--- src/rtl/seven_seg_scan_ctrl_if.sv ---
// Switch-value inputs and segment/digit pin outputs of the seven-segment scan controller.
// master = value source / pin consumer, slave = controller.
interface seven_seg_scan_ctrl_if;
    logic [7:0] value;
    logic       hex_mode;
    logic [6:0] seg;
    logic       dp;
    logic [2:0] digit_en;
    logic       busy;
    logic       conv_done;

    modport master (
        output value, hex_mode,
        input  seg, dp, digit_en, busy, conv_done
    );

    modport slave (
        input  value, hex_mode,
        output seg, dp, digit_en, busy, conv_done
    );
endinterface

--- src/rtl/seven_seg_scan_ctrl.sv ---
// Double-dabble binary-to-BCD sequencer plus three-digit multiplexed scan with
// leading-zero blanking and a dark window at the start of every digit slot.
module seven_seg_scan_ctrl #(
    parameter int SCAN_DIV       = 12000,   // >= 4
    parameter int BLANK_CYCLES   = 16,      // < SCAN_DIV
    parameter bit SEG_ACTIVE_LOW = 1'b1,
    parameter bit DIG_ACTIVE_LOW = 1'b1
) (
    input logic                  clk,
    input logic                  rst_n,
    seven_seg_scan_ctrl_if.slave bus
);
    localparam int         DW      = $clog2(SCAN_DIV);
    localparam logic [6:0] SEG_OFF = SEG_ACTIVE_LOW ? 7'h7F : 7'h00;
    localparam logic [2:0] DIG_OFF = DIG_ACTIVE_LOW ? 3'b111 : 3'b000;

    typedef enum logic [1:0] {IDLE, SHIFT, DONE} state_t;

    state_t      state;
    logic [7:0]  value_q, last_value;
    logic        mode_q, last_mode;
    logic [19:0] sr, sr_adj;
    logic [2:0]  cnt;
    logic [3:0]  d_ones, d_tens, d_hund;
    logic        disp_hex;
    logic        busy_r, done_r;

    logic [DW-1:0] div;
    logic [1:0]    idx;
    logic [6:0]    seg_r;
    logic          dp_r;
    logic [2:0]    en_r;

    logic [3:0] cur_dig;
    logic       cur_blank;
    logic [6:0] cur_seg;
    logic [2:0] cur_en;
    logic       cur_dp;

    function automatic logic [3:0] add3(input logic [3:0] n);
        return (n >= 4'd5) ? n + 4'd3 : n;
    endfunction

    function automatic logic [6:0] seg_enc(input logic [3:0] d);
        case (d)
            4'h0: return 7'h3F;  4'h1: return 7'h06;  4'h2: return 7'h5B;  4'h3: return 7'h4F;
            4'h4: return 7'h66;  4'h5: return 7'h6D;  4'h6: return 7'h7D;  4'h7: return 7'h07;
            4'h8: return 7'h7F;  4'h9: return 7'h6F;  4'hA: return 7'h77;  4'hB: return 7'h7C;
            4'hC: return 7'h39;  4'hD: return 7'h5E;  4'hE: return 7'h79;  default: return 7'h71;
        endcase
    endfunction

    always_comb begin
        sr_adj        = sr;
        sr_adj[19:16] = add3(sr[19:16]);
        sr_adj[15:12] = add3(sr[15:12]);
        sr_adj[11:8]  = add3(sr[11:8]);
    end

    // Conversion sequencer; display digits move only in DONE so partial BCD never shows.
    always_ff @(posedge clk or negedge rst_n) begin
        if (!rst_n) begin
            state      <= IDLE;
            value_q    <= '0;
            mode_q     <= 1'b0;
            last_value <= '0;
            last_mode  <= 1'b0;
            sr         <= '0;
            cnt        <= '0;
            d_ones     <= '0;
            d_tens     <= '0;
            d_hund     <= '0;
            disp_hex   <= 1'b0;
            busy_r     <= 1'b0;
            done_r     <= 1'b0;
        end else begin
            value_q <= bus.value;
            mode_q  <= bus.hex_mode;
            done_r  <= 1'b0;
            case (state)
                IDLE: begin
                    if ({value_q, mode_q} != {last_value, last_mode}) begin
                        last_value <= value_q;
                        last_mode  <= mode_q;
                        busy_r     <= 1'b1;
                        if (mode_q) begin
                            // hex nibbles parked where the BCD result would land
                            sr    <= {4'h0, value_q, 8'h00};
                            state <= DONE;
                        end else begin
                            sr    <= {12'h000, value_q};
                            cnt   <= '0;
                            state <= SHIFT;
                        end
                    end
                end
                SHIFT: begin
                    sr  <= {sr_adj[18:0], 1'b0};
                    cnt <= cnt + 3'd1;
                    if (cnt == 3'd7) state <= DONE;
                end
                DONE: begin
                    d_hund   <= sr[19:16];
                    d_tens   <= sr[15:12];
                    d_ones   <= sr[11:8];
                    disp_hex <= last_mode;
                    done_r   <= 1'b1;
                    busy_r   <= 1'b0;
                    state    <= IDLE;
                end
                default: state <= IDLE;
            endcase
        end
    end

    always_comb begin
        cur_dig   = d_ones;
        cur_blank = 1'b0;
        case (idx)
            2'd1: begin
                cur_dig   = d_tens;
                cur_blank = !disp_hex && (d_hund == 4'd0) && (d_tens == 4'd0);
            end
            2'd2: begin
                cur_dig   = d_hund;
                cur_blank = disp_hex || (d_hund == 4'd0);
            end
            default: ;
        endcase
        cur_seg = seg_enc(cur_dig);
        cur_dp  = disp_hex && (idx == 2'd0);
        cur_en  = (cur_blank || (div < DW'(BLANK_CYCLES))) ? 3'b000 : (3'b001 << idx);
    end

    // Free-running slot timer; seg and digit_en are both registered so they switch together.
    always_ff @(posedge clk or negedge rst_n) begin
        if (!rst_n) begin
            div   <= '0;
            idx   <= 2'd0;
            seg_r <= SEG_OFF;
            dp_r  <= SEG_ACTIVE_LOW;
            en_r  <= DIG_OFF;
        end else begin
            if (div == DW'(SCAN_DIV - 1)) begin
                div <= '0;
                idx <= (idx == 2'd2) ? 2'd0 : idx + 2'd1;
            end else begin
                div <= div + 1'b1;
            end
            seg_r <= SEG_ACTIVE_LOW ? ~cur_seg : cur_seg;
            dp_r  <= SEG_ACTIVE_LOW ? ~cur_dp : cur_dp;
            en_r  <= DIG_ACTIVE_LOW ? ~cur_en : cur_en;
        end
    end

    assign bus.seg       = seg_r;
    assign bus.dp        = dp_r;
    assign bus.digit_en  = en_r;
    assign bus.busy      = busy_r;
    assign bus.conv_done = done_r;
endmodule

--- src/flat_wrapper.sv ---
// flat-port wrapper written by rule: the top's interface ports become plain ports
module seven_seg_scan_ctrl_flat 
#(
    parameter int SCAN_DIV       = 12000,          
    parameter int BLANK_CYCLES   = 16,                   
    parameter bit SEG_ACTIVE_LOW = 1'b1,
    parameter bit DIG_ACTIVE_LOW = 1'b1
)
  (clk, rst_n, bus_value, bus_hex_mode, bus_seg, bus_dp, bus_digit_en, bus_busy, bus_conv_done);
  seven_seg_scan_ctrl_if bus_i ();
  input logic clk;
  input logic rst_n;
  input wire logic [$bits(bus_i.value)-1:0] bus_value;
  input wire logic [$bits(bus_i.hex_mode)-1:0] bus_hex_mode;
  output wire logic [$bits(bus_i.seg)-1:0] bus_seg;
  output wire logic [$bits(bus_i.dp)-1:0] bus_dp;
  output wire logic [$bits(bus_i.digit_en)-1:0] bus_digit_en;
  output wire logic [$bits(bus_i.busy)-1:0] bus_busy;
  output wire logic [$bits(bus_i.conv_done)-1:0] bus_conv_done;
  assign bus_i.value = bus_value;
  assign bus_i.hex_mode = bus_hex_mode;
  assign bus_seg = bus_i.seg;
  assign bus_dp = bus_i.dp;
  assign bus_digit_en = bus_i.digit_en;
  assign bus_busy = bus_i.busy;
  assign bus_conv_done = bus_i.conv_done;
  seven_seg_scan_ctrl #(.SCAN_DIV(SCAN_DIV), .BLANK_CYCLES(BLANK_CYCLES), .SEG_ACTIVE_LOW(SEG_ACTIVE_LOW), .DIG_ACTIVE_LOW(DIG_ACTIVE_LOW)) u_core (.clk(clk), .rst_n(rst_n), .bus(bus_i));
endmodule
--- config.mk ---
export PLATFORM = sky130hd
export DESIGN_NAME = seven_seg_scan_ctrl_flat
export DESIGN_NICKNAME = d
export VERILOG_FILES = /design/src/rtl/seven_seg_scan_ctrl_if.sv /design/src/rtl/seven_seg_scan_ctrl.sv /design/src/flat_wrapper.sv
export SDC_FILE = /design/constraint.sdc
export NUM_CORES = 1
export LEC_CHECK = 0
export CELL_PAD_IN_SITES_DETAIL_PLACEMENT = 1
export CELL_PAD_IN_SITES_GLOBAL_PLACEMENT = 1
export CORE_MARGIN = 2
export CORE_UTILIZATION = 52
export CTS_CLUSTER_DIAMETER = 40
export DETAILED_ROUTE_END_ITERATION = 16
export GPL_TIMING_DRIVEN = 1
export MAX_ROUTING_LAYER = met4
export PLACE_DENSITY_LB_ADDON = 0.1
export SLEW_MARGIN = 20
export SYNTH_ARGS = -nofsm -noshare
export SYNTH_HDL_FRONTEND = slang
export SYNTH_SLANG_ARGS = --single-unit
--- constraint.sdc ---
create_clock -name clk -period 5.2 [get_ports clk]
set_input_delay 1.04 -clock clk [delete_from_list [all_inputs] [get_ports clk]]
set_output_delay 1.04 -clock clk [all_outputs]
set_load 0.02 [all_outputs]
==> results.md <==
- Vias in the first global route: 3135
- Worst Skew: around 0.01 ns
- Layout overhead on the synthesized area: 12.6%
- Tcrit/Tclk final: 0.484
- Diode count: 0
- I/O pins: 24
- Slew HR: 0.309
- Port bufs: 23
- CTS sink count: 85
- Crit path max fanout: 13
- #FFs+latches synth: 85
- Core area: 7650 um2
- Clock-pin slew on the worst setup and hold paths: 0.09 ns
- Yosys warnings: 0
- Internal: 1.50 mW
- Area share of the largest cell type after synthesis: 0.456
- VDD IR max: 0.277 mV
- Drt total wl: 8.77 mm
- Leakage: 2.03 nW
- Outcome: finished, final reports clean
- Initial Util: 0.532
- GP Congestion: 0.839
- Clk pwr share: 0.200
- RSZ-0062 raised after global routing: false
- Unique masters post-synth: 42
- Initial antenna violation count: 0
- Critical path arrival: between 2 and 3 ns
- Primary flip-flop cell chosen by synthesis mapping: dfrtp_1
- Pins Over Slew Limit: 0
- Minimum clock period: 2.52 ns
- First-pass GRT wire length: roughly 15 mm
- Rows: 32
- Layout cells sized above 1: 0.161
- CP startpoint: u_core.mode_q$_DFF_PN0_
- Critical path type: flop to flop
- Worst path max stage delay: 0.60 ns
- Drt first-iter violations: 110
- CTS Hold Buffers Added: 0
- Fin. Hold Viols: 0
- Netlist Area Pre-Place: roughly 4100 um2
- Vias per inst: 5.88
- CP Launch Type: flop
- Via Count: 2857
- GRT Total Usage: 0.237
- GRT overflow: 0
- Sw frac: 0.367
- Required time worst endpoint: between 5 and 6 ns
- Async set-reset flop share out of synthesis: 1.00
- Largest net degree at the start of global routing: 48
- Sequential share of power: 0.443
- Final setup violation count: 0
- CTS H-Tree Depth: 3
- Reg-to-Reg Start: u_core.mode_q$_DFF_PN0_
- CTS Buffer Depth: 2
- Post_cts resized: 0
- Power Dens Cells: 516 nW/um2
- Final HPWL DP: around 6.2 mm
- Avg WL per Cell: ~18 um
- Syn_nets: 386
- Post-route ant nets: 0
- Filler cells: between 700 and 800
- Pre-antenna DRT Iters: 4
- Count leader, synth: dfrtp_1
- Total negative slack: 0 ns
- Die Wd: roughly 92 um
- NetSw: 0.867 mW
- Cell type of the slowest stage on the worst timing path: dfrtp_1
- CP Cell Sequence: inv_1 -> a2111o_1 -> or3_4 -> o21ai_2 -> mux2_2
- Max-cap violations: 0
- Crit end category: flop
- Postcts setup bufs: 0
- Post-route DRC: 0
- Comb pwr share: 0.357
- Largest cells by area after synthesis: dfrtp_1, mux2_2, dfstp_2
- Syn Area/Cell: around 11 um2
- Fmax: 397 MHz
- CTS root buffer: clkbuf_8
- Mapped Cells: 355
- NumNets Final: between 400 and 500
- Area leader, netlist: dfrtp_1
- TritonCTS Buffers: 9
- Sequential fraction of the synthesis area: 0.527
- PnR Total Power: 2.36 mW
- CTS tree: built
- Path type of the worst min-delay path: flop to flop
- Die area: 8540 um2
- Clk_lat worst skew: 0.35 ns
- Synth top cells by count: dfrtp_1, mux2_2, nor2_1
- Hold path start: u_core.disp_hex$_DFFE_PN0P_
- Die height: 92.4 um
- EDFF count, synth: 0
- Slew @ Worst Pin: 1.03 ns
[worst max-delay path, delay by kind of cell (launching register included)]
kind            cells  cell delay (ns)
compound gates      2             0.90
flops               1             0.60
mux                 1             0.40
simple gates        1             0.37
buf+inv             1             0.14
[sequential cells by signal (all words and copies together), names as in the netlist, 2 cells and up]
signal	flops
u_core.value_q	8
u_core.sr	20
u_core.state	2
u_core.div	14
u_core.cnt	3
u_core.d_ones	4
u_core.bus.seg	7
u_core.d_hund	4
u_core.idx	2
u_core.bus.digit_en	3
u_core.d_tens	4
u_core.last_value	8
[kinds of logic (layout without fill, tap and decap cells)]
group	after synthesis	after routing	synth area share
buffers and inverters	28	57	0.0299
AND/OR/NAND/NOR	92	92	0.114
adder cells (fa/ha/maj)	20	20	0.0616
flip-flops	85	85	0.527
XOR/XNOR	20	20	0.0431
multiplexers	34	34	0.0920
AO/OA/AOI/OAI	76	76	0.133
[cell type report]
class,count,area (um2),share of cell area
clock buffer,9,124,0.0271
clock inverter,7,73.8,0.0161
inverter,16,60.1,0.0131
multi-input combinational,242,1810,0.395
sequential,85,2140,0.468
tap,102,128,0.0279
timing repair buffer,25,243,0.0530
[path summary, 6_finish.rpt]
path                                                         end  slack, ns  cells past startpoint
min in group asynchronous               u_core.div[13]$_DFF_PN0_       0.65                      1
worst min register to register           u_core.bus.dp$_DFF_PN1_       0.44                      1
max in group asynchronous       u_core.last_value[0]$_DFFE_PN0P_       3.56                      2
worst min-delay path                     u_core.bus.dp$_DFF_PN1_       0.44                      1
worst max register to register          u_core.sr[9]$_DFFE_PN0P_       2.68                      5
worst max-delay path                    u_core.sr[9]$_DFFE_PN0P_       2.68                      5
[cells in the final DEF (no fill, tap or decap), types with 2 or more instances in the layout]
cell type        count
nor2_1              20
nand3_1             15
o21ai_0             18
nand4_1              2
dfstp_2             11
mux2i_1              6
o31ai_1              3
ha_1                20
a22oi_1              5
clkdlybuf4s50_1     22
xor2_1               7
and3_1              11
nor2b_1              2
o211ai_1             2
clkinv_2             2
buf_4                3
o22ai_1              3
o2bb2ai_1            3
nor3_1               6
a21oi_1             10
a31oi_1              4
nor4_1               3
inv_6                2
a22o_1              13
nand2_1             19
and2_1               3
a221o_1              8
clkbuf_8             9
inv_1               16
nand2b_1             6
dfrtp_1             74
mux2_2              27
xnor2_1             13
[metal layers]
layer | part of all wire | global-route usage
met5 | 0 | -
met4 | 0.028 | 0.107
met1 | 0.44 | 0.293
met3 | 0.025 | 0.0334
met2 | 0.51 | 0.391
[metrics by stage]
stage / setup WS [ns] / cells / hold slack, ns / util / cell area [um2]
after global placement: 2.82 / 470 / 0.409 / 0.572 / 4370
after CTS: 2.66 / 486 / 0.446 / 0.598 / 4570
final: 2.68 / 486 / 0.445 / 0.599 / 4580
after global routing: 2.48 / 486 / 0.477 / 0.599 / 4580
after floorplan: 3.10 / 355 / 0.391 / - / 4070
after detailed placement: 2.73 / 470 / 0.429 / 0.572 / 4370
[power by group through the flow]
stage / registers [mW] / clock network [mW] / logic [mW]
after global placement: 1.04 / 0 / 0.811
after detailed placement: 1.06 / 0 / 0.847
final: 1.05 / 0.472 / 0.844
after floorplan: 1.02 / 0 / 0.623
after global routing: 1.08 / 0.514 / 0.949
after CTS: 1.05 / 0.483 / 0.854
Note: power is estimated with default switching activity, not from simulation.
